==> config.mk <==
export PLATFORM = sky130hd
export DESIGN_NAME = maxpool2x2_wrb
export DESIGN_NICKNAME = d
export VERILOG_FILES = /design/src/rtl/maxpool2x2_wrb.sv
export SDC_FILE = /design/constraint.sdc
export NUM_CORES = 1
export LEC_CHECK = 0
export BUFFER_PORTS_ARGS = -buffer_cell sky130_fd_sc_hd__buf_2
export CELL_PAD_IN_SITES_DETAIL_PLACEMENT = 1
export CELL_PAD_IN_SITES_GLOBAL_PLACEMENT = 1
export CORE_MARGIN = 3
export CORE_UTILIZATION = 58
export CTS_BUF_LIST = sky130_fd_sc_hd__clkbuf_8
export DETAILED_ROUTE_END_ITERATION = 12
export PLACE_DENSITY_LB_ADDON = 0.1
export SETUP_SLACK_MARGIN = 0.5
export SKIP_CTS_REPAIR_TIMING = 1
export SYNTH_ARGS = -nofsm -noshare
export SYNTH_HDL_FRONTEND = slang
export SYNTH_SLANG_ARGS = --single-unit
==> constraint.sdc <==
create_clock -name clk -period 7.7 [get_ports clk]
set_input_delay 0.77 -clock clk [delete_from_list [all_inputs] [get_ports clk]]
set_output_delay 0.77 -clock clk [all_outputs]
set_load 0.02 [all_outputs]
==> src/rtl/maxpool2x2_wrb.sv <==
// maxpool2x2_wrb: 2x2 stride-2 max pooling of a raster conv stream, with optional ReLU.
// Each pooled word leaves with its packed per-channel SRAM write address.
module maxpool2x2_wrb #(
  parameter int DATA_W = 16,
  parameter int IMG_W  = 28,
  parameter int IMG_H  = 28,
  parameter int N_CH   = 4,
  parameter int ADDR_W = 12,
  parameter int RELU   = 1,
  localparam int CH_W  = (N_CH > 1) ? $clog2(N_CH) : 1
) (
  input  logic              clk,
  input  logic              reset,
  input  logic              clear,
  input  logic              in_valid,
  output logic              in_ready,
  input  logic [DATA_W-1:0] in_data,
  output logic              out_valid,
  input  logic              out_ready,
  output logic [DATA_W-1:0] out_data,
  output logic [ADDR_W-1:0] out_addr,
  output logic              frame_done,
  output logic [CH_W-1:0]   ch_idx
);
  localparam int HW  = IMG_W / 2;
  localparam int PIX = HW * (IMG_H / 2);
  localparam int CW  = $clog2(IMG_W);
  localparam int RW  = $clog2(IMG_H);
  localparam int LW  = (HW > 1) ? $clog2(HW) : 1;
  logic [CW-1:0] col;
  logic [RW-1:0] row;
  logic signed [DATA_W-1:0] hold, lb_rd, pix, mx_hold, mx_lb, res;
  logic signed [DATA_W-1:0] linebuf [HW];
  logic [LW-1:0] lb_idx;
  logic [DATA_W-1:0] f_data [2];
  logic [ADDR_W-1:0] f_addr [2];
  logic              f_last [2];
  logic              wp, rp;
  logic [1:0]        cnt;
  logic              in_fire, out_fire, push, last_col, last_row;
  logic [ADDR_W-1:0] push_addr;
  assign pix       = signed'(in_data);
  assign lb_idx    = LW'(col >> 1);
  assign lb_rd     = linebuf[lb_idx];
  assign mx_hold   = (hold > pix) ? hold : pix;
  assign mx_lb     = (lb_rd > pix) ? lb_rd : pix;
  assign res       = (RELU != 0 && mx_hold[DATA_W-1]) ? '0 : mx_hold;
  assign in_ready  = cnt != 2'd2;
  assign out_valid = cnt != 2'd0;
  assign out_data  = f_data[rp];
  assign out_addr  = f_addr[rp];
  assign in_fire   = in_valid && in_ready;
  assign out_fire  = out_valid && out_ready;
  assign push      = in_fire && row[0] && col[0];
  assign last_col  = col == CW'(IMG_W - 1);
  assign last_row  = row == RW'(IMG_H - 1);
  assign push_addr = ADDR_W'(ch_idx) * ADDR_W'(PIX) + ADDR_W'(row >> 1) * ADDR_W'(HW) + ADDR_W'(col >> 1);
  always_ff @(posedge clk) begin
    if (!reset || clear) begin
      col        <= '0;
      row        <= '0;
      ch_idx     <= '0;
      hold       <= '0;
      wp         <= 1'b0;
      rp         <= 1'b0;
      cnt        <= 2'd0;
      f_data[0]  <= '0;
      f_data[1]  <= '0;
      f_addr[0]  <= '0;
      f_addr[1]  <= '0;
      f_last[0]  <= 1'b0;
      f_last[1]  <= 1'b0;
      frame_done <= 1'b0;
    end else begin
      frame_done <= out_fire && f_last[rp];
      if (in_fire) begin
        col <= last_col ? '0 : col + 1'b1;
        if (last_col) row <= last_row ? '0 : row + 1'b1;
        if (last_col && last_row) ch_idx <= (ch_idx == CH_W'(N_CH - 1)) ? '0 : ch_idx + 1'b1;
        if (!col[0]) hold <= row[0] ? mx_lb : pix;
      end
      if (push) begin
        f_data[wp] <= res;
        f_addr[wp] <= push_addr;
        f_last[wp] <= last_col && last_row;
        wp         <= ~wp;
      end
      if (out_fire) rp <= ~rp;
      cnt <= cnt + 2'(push) - 2'(out_fire);
    end
  end
  // Pairwise row max of the even row, consumed by the odd row below it.
  always_ff @(posedge clk) begin
    if (in_fire && !row[0] && col[0]) linebuf[lb_idx] <= mx_hold;
  end
endmodule

# ---- Yosys cells after proc, flatten, opt, wreduce, memory -nomap -nowiden
# Memory sizes are Yosys's and may differ from the RTL's. A register that Yosys moved wholly into a read port is not among the register bits.
# Index checks and enable logic that the tools add are counted.
dict set report totals {
  reg_bits 33
  latchBits 0
  ram_bits 280
  romBits 0
  output_inout_bits 33
  elab_cells 79
  mem_count 4
}
# memory depth width read_ports rd_clocked_by_memory_dff write_ports line
set memory_table {}
lappend memory_table {linebuf 14 16 1 1 1 33} ;# logic signed [DATA_W-1:0] linebuf [HW];
lappend memory_table {f_data 2 15 1 1 2 35} ;# logic [DATA_W-1:0] f_data [2];
lappend memory_table {f_addr 2 12 1 1 2 36} ;# logic [ADDR_W-1:0] f_addr [2];
lappend memory_table {f_last 2 1 1 1 2 37} ;# logic f_last [2];
dict set report op_classes {
  addsub 7
  n_mul 2
  n_div 0
  order_cmp 2
  n_eq_ne 4
  shifts 0
  mux 31
  bitwise 3
  n_reduce_logical 18
}
# cell count
set ops {}
lappend ops {{16-bit two-way mux} 3}
lappend ops {{16-bit greater-than comparator} 2}
lappend ops {{15-bit two-way mux} 2}
lappend ops {{1-bit two-way mux} 20}
lappend ops {{15-bit OR reduction} 1}
lappend ops {{11-bit by 4-bit adder with 12-bit output} 1}
lappend ops {{12-bit two-way mux} 1}
lappend ops {{12-bit OR reduction} 1}
lappend ops {{10-bit by 8-bit adder with 11-bit output} 1}
lappend ops {{5-bit by 1-bit adder with 5-bit output (second input constant)} 2}
lappend ops {{5-bit equality test (second input constant)} 2}
lappend ops {{5-bit two-way mux} 2}
lappend ops {{1-bit logical AND} 8}
lappend ops {{2-bit by 6-bit multiplier with 8-bit output (second input constant)} 1}
lappend ops {{4-bit two-way mux} 2}
lappend ops {{4-bit by 3-bit multiplier with 7-bit output (second input constant)} 1}
lappend ops {{2-bit AND reduction} 3}
lappend ops {{1-bit NOT} 3}
lappend ops {{2-bit by 1-bit adder with 2-bit output} 1}
lappend ops {{2-bit by 1-bit adder with 2-bit output (second input constant)} 1}
lappend ops {{2-bit equality test (second input constant)} 1}
lappend ops {{1-bit logical NOT} 2}
lappend ops {{2-bit two-way mux} 1}
lappend ops {{2-bit != test (second input constant)} 1}
lappend ops {{other kinds (4)} 4}

# ---- Logic depth before layout (Yosys ltp)
dict set report depth {
  word_depth 9
  ltp_mapped 15
}

# ---- Worst setup path after synthesis
# OpenSTA, ideal clock, no wires.
dict set report synth_path {
  kind {register -> register}
  startpoint {register (tool-made name)}
  endpoint {register hold[10]}
  setup_time_ns 0.122
  arrival_time_ns 3.443
  slack_ns 4.135
  stages_incl_launch_ff 14
  path_buffers 4
  synth_period_minus_slack_ns 3.565
  cell_sequence {dfxtp_1 > buf_2 > buf_1 > mux4_2 > mux4_2 > ha_1 > nand4_1 > nor4_1 > a21o_1 > or4_1 > clkbuf_1 > buf_2 > nor3b_1 > a221o_1}
}
# element line
set synth_lines {}
lappend synth_lines {{to (signal assigned)} 80} ;# if (!col[0]) hold <= row[0] ? mx_lb : pix;
lappend synth_lines {{to (decl)} 32} ;# logic signed [DATA_W-1:0] hold, lb_rd, pix, mx_hold, mx_lb, res;

==> impl_metrics.yaml <==
global_route:
  grt_max_degree: 49
  grt_usage_pct: 27.1
  antenna_found_initial: 3
  grt_first_pass_wirelength_microns: 53800
  overflow: 0
  grt_pass1_vias: 8846
run:
  cap_viol_max_count: 0
layout:
  layout_common_cells: "278 x edfxtp_1, 63 x mux4_2, 56 x nor2_1"
  area_growth_syn_to_layout_pct: 10.5
  nNetsFinal: 1074
  area.sequential_sq_um: 9110
  multi_input_area_sq_um: 4950
  drive_gt1_share_pct: 25.5
  n_fill_cell: 2187
  layout.cells.non_filler: 1355
  final_common_cell: "edfxtp_1"
timing:
  worst_slack_ns: 3.09
  relSlewSlack_pct: 18.8
  fmax_ghz: 0.217
  post-route-min-period_ns: 4.61
  hold_viol_final: 0
  hold_ws_ns: 0.511
  period_share_pct: 59.9
  drv_slew: 0
  grt_setup_unrepaired: "no"
  tns_ns: 0
  setup_viol: 0
  finalClockSkew_ns: 0.0265
  worst_pin_slew_ns: 1.21
setup_path:
  critPathArrivalTime_ns: 5.07
  crit_fanout: 41
  endpoint_kind: "flip-flop"
  worst_setup_path_start_kind: "flip-flop"
  crit_required_ns: 8.16
  critical_path_class: "flip-flop to flip-flop"
clock_network:
  cts_tree: "done"
  clk_latency_ns: 0.57
  clkTransAtPathRegs_ns: 0.07
  clock-sinks: 316
  cts_buffers: 50
  htree_levels: 2
  clk_path_buf_depth: 3
  clock-root-buffer: "clkbuf_8"
yosys:
  synth_xor_xnor_area_share_pct: 0.969
  synth-simple-area-share_pct: 7.37
  yosysSeqAreaShare_pct: 63.0
  async_flop_share_pct: 0
  syn_inst: 916
  synth_top_family_by_area: "multiplexers"
  netlist_area_sq_um: 14500
  synth-compound-area-share_pct: 3.63
  synth_edf_count: 278
  ys_types: 53
  avgSynthCellArea_sq_um: 15.8
  yosysWarnings: 0
  synth_flop_cell: "edfxtp_1"
  synth_mux_area_share_pct: 16.4
  synth_adder_area_share_pct: 5.64
  ys_ff_latch: 316
die:
  dieArea_sq_um: 26900
  start_util_pct: 59.3
  die_height_microns: 164
  fp-row-count: 57
  die_w_microns: 164
  num_io_pins: 54
  core_area_sq_um: 24400
place:
  dp.cells: 1264
  place.gp.congestion: 0.886
  dp_hpwl_microns: 23400
  portBuffers: 51
  pre_cts_ws_ns: 2.75
power_and_ir_drop:
  peakVddDrop_mv: 0.193
  p_per_area_nw_per_um2: 215
  p_leak_uw: 0.00577
routing:
  drtIter0Drc: 634
  vias: 8412
  drtAntennaViolNets: 0
  wl_per_cell_microns: 26.3
  drc: 0
  drt-pass1-iter-count: 5
  routed_via_density: 6.21
  routed_wl_microns: 35600
hold_path:
  hold_start: "in_data[11]"
  hold_class: "input pin to flip-flop"
status:
  status: "complete, no violations"
==> metal layers <==
metal | wire length [microns] | GRT usage (%) | vias up
li1 | - | - | 3692
met1 | 14400 | 36.4 | 4316
met2 | 17700 | 45.6 | 330
met3 | 2750 | 5.45 | 72
met4 | 755 | 7.88 | 2
met5 | 13 | 0 | -
==> layout make-up <==
type,instances,area share [%]
Tap cell,324,2.54
Multi-Input combinational cell,510,31.0
Antenna cell,1,0.0157
Clock inverter,40,1.60
Inverter,43,1.01
Clock buffer,50,4.30
Sequential cell,316,57.0
Timing Repair Buffer,71,2.54
==> logic make-up (layout without fill, tap and decap cells) <==
kind of cell | count (synthesis) | in the layout
adder cells (fa/ha/maj) | 61 | 61
other | 1 | 3
multiplexers | 150 | 150
flip-flops | 316 | 316
XOR/XNOR | 16 | 16
buffers and inverters | 91 | 204
AO/OA/AOI/OAI | 72 | 72
AND/OR/NAND/NOR | 209 | 209
==> registers in the layout (all words and copies together), names as in the netlist, named ones only <==
register and flops:
f_last 2, frame_done 1, col 5, linebuf 224
ch_idx 2, rp 1, f_addr 22, row 5
f_data 30, cnt 2, wp 1, hold 16
==> report_power, final <==
part           leakage, uW  internal (uW)  switching (uW)  total (uW)
registers          0.00294           1900            13.9        1910
logic              0.00229           54.6             114         168
clock network     0.000529            711             648        1360
total              0.00577           2660             776        3440
==> critical path, stage by stage (launching register included) <==
cell     delay, ns
dfxtp_4       0.84
buf_4         0.53
mux4_2        0.58
mux4_2        0.53
ha_1          0.31
nand4_1       0.15
nor4_1        0.42
a21o_1        0.21
or4_1         0.46
nor3b_1       0.13
a221o_1       0.29
==> through the flow <==
stage	power, uW	utilization, %	cell area [sq um]
after floorplan	2060	-	14500
after detailed placement	2120	61.7	15000
final	3440	65.5	16000
after CTS	3470	65.5	16000
after global placement	2100	61.7	15000
after global routing	3560	65.5	16000
==> path summary, 6_finish.rpt <==
kind	end	slack (ns)	depth (start not counted)
max	hold[9]	3.09	10
min	hold[11]	0.51	2
max reg2reg	hold[9]	3.09	10
min reg2reg	flip-flop	0.51	2
==> Yosys cell counts, drive strengths merged, types with 19 or more instances <==
master	number	area (sq um)
edfxtp	278	8350
mux2	68	766
mux4	63	1420
nor2	56	210
ha	54	676
nand2	51	191
inv	43	161
dfxtp	38	761
a21oi	28	144
nor3b	28	210
nor3	27	146
buf	25	183
clkbuf	23	86.3
mux2i	19	190
No activity file was read; power rests on OpenSTA's default activity.
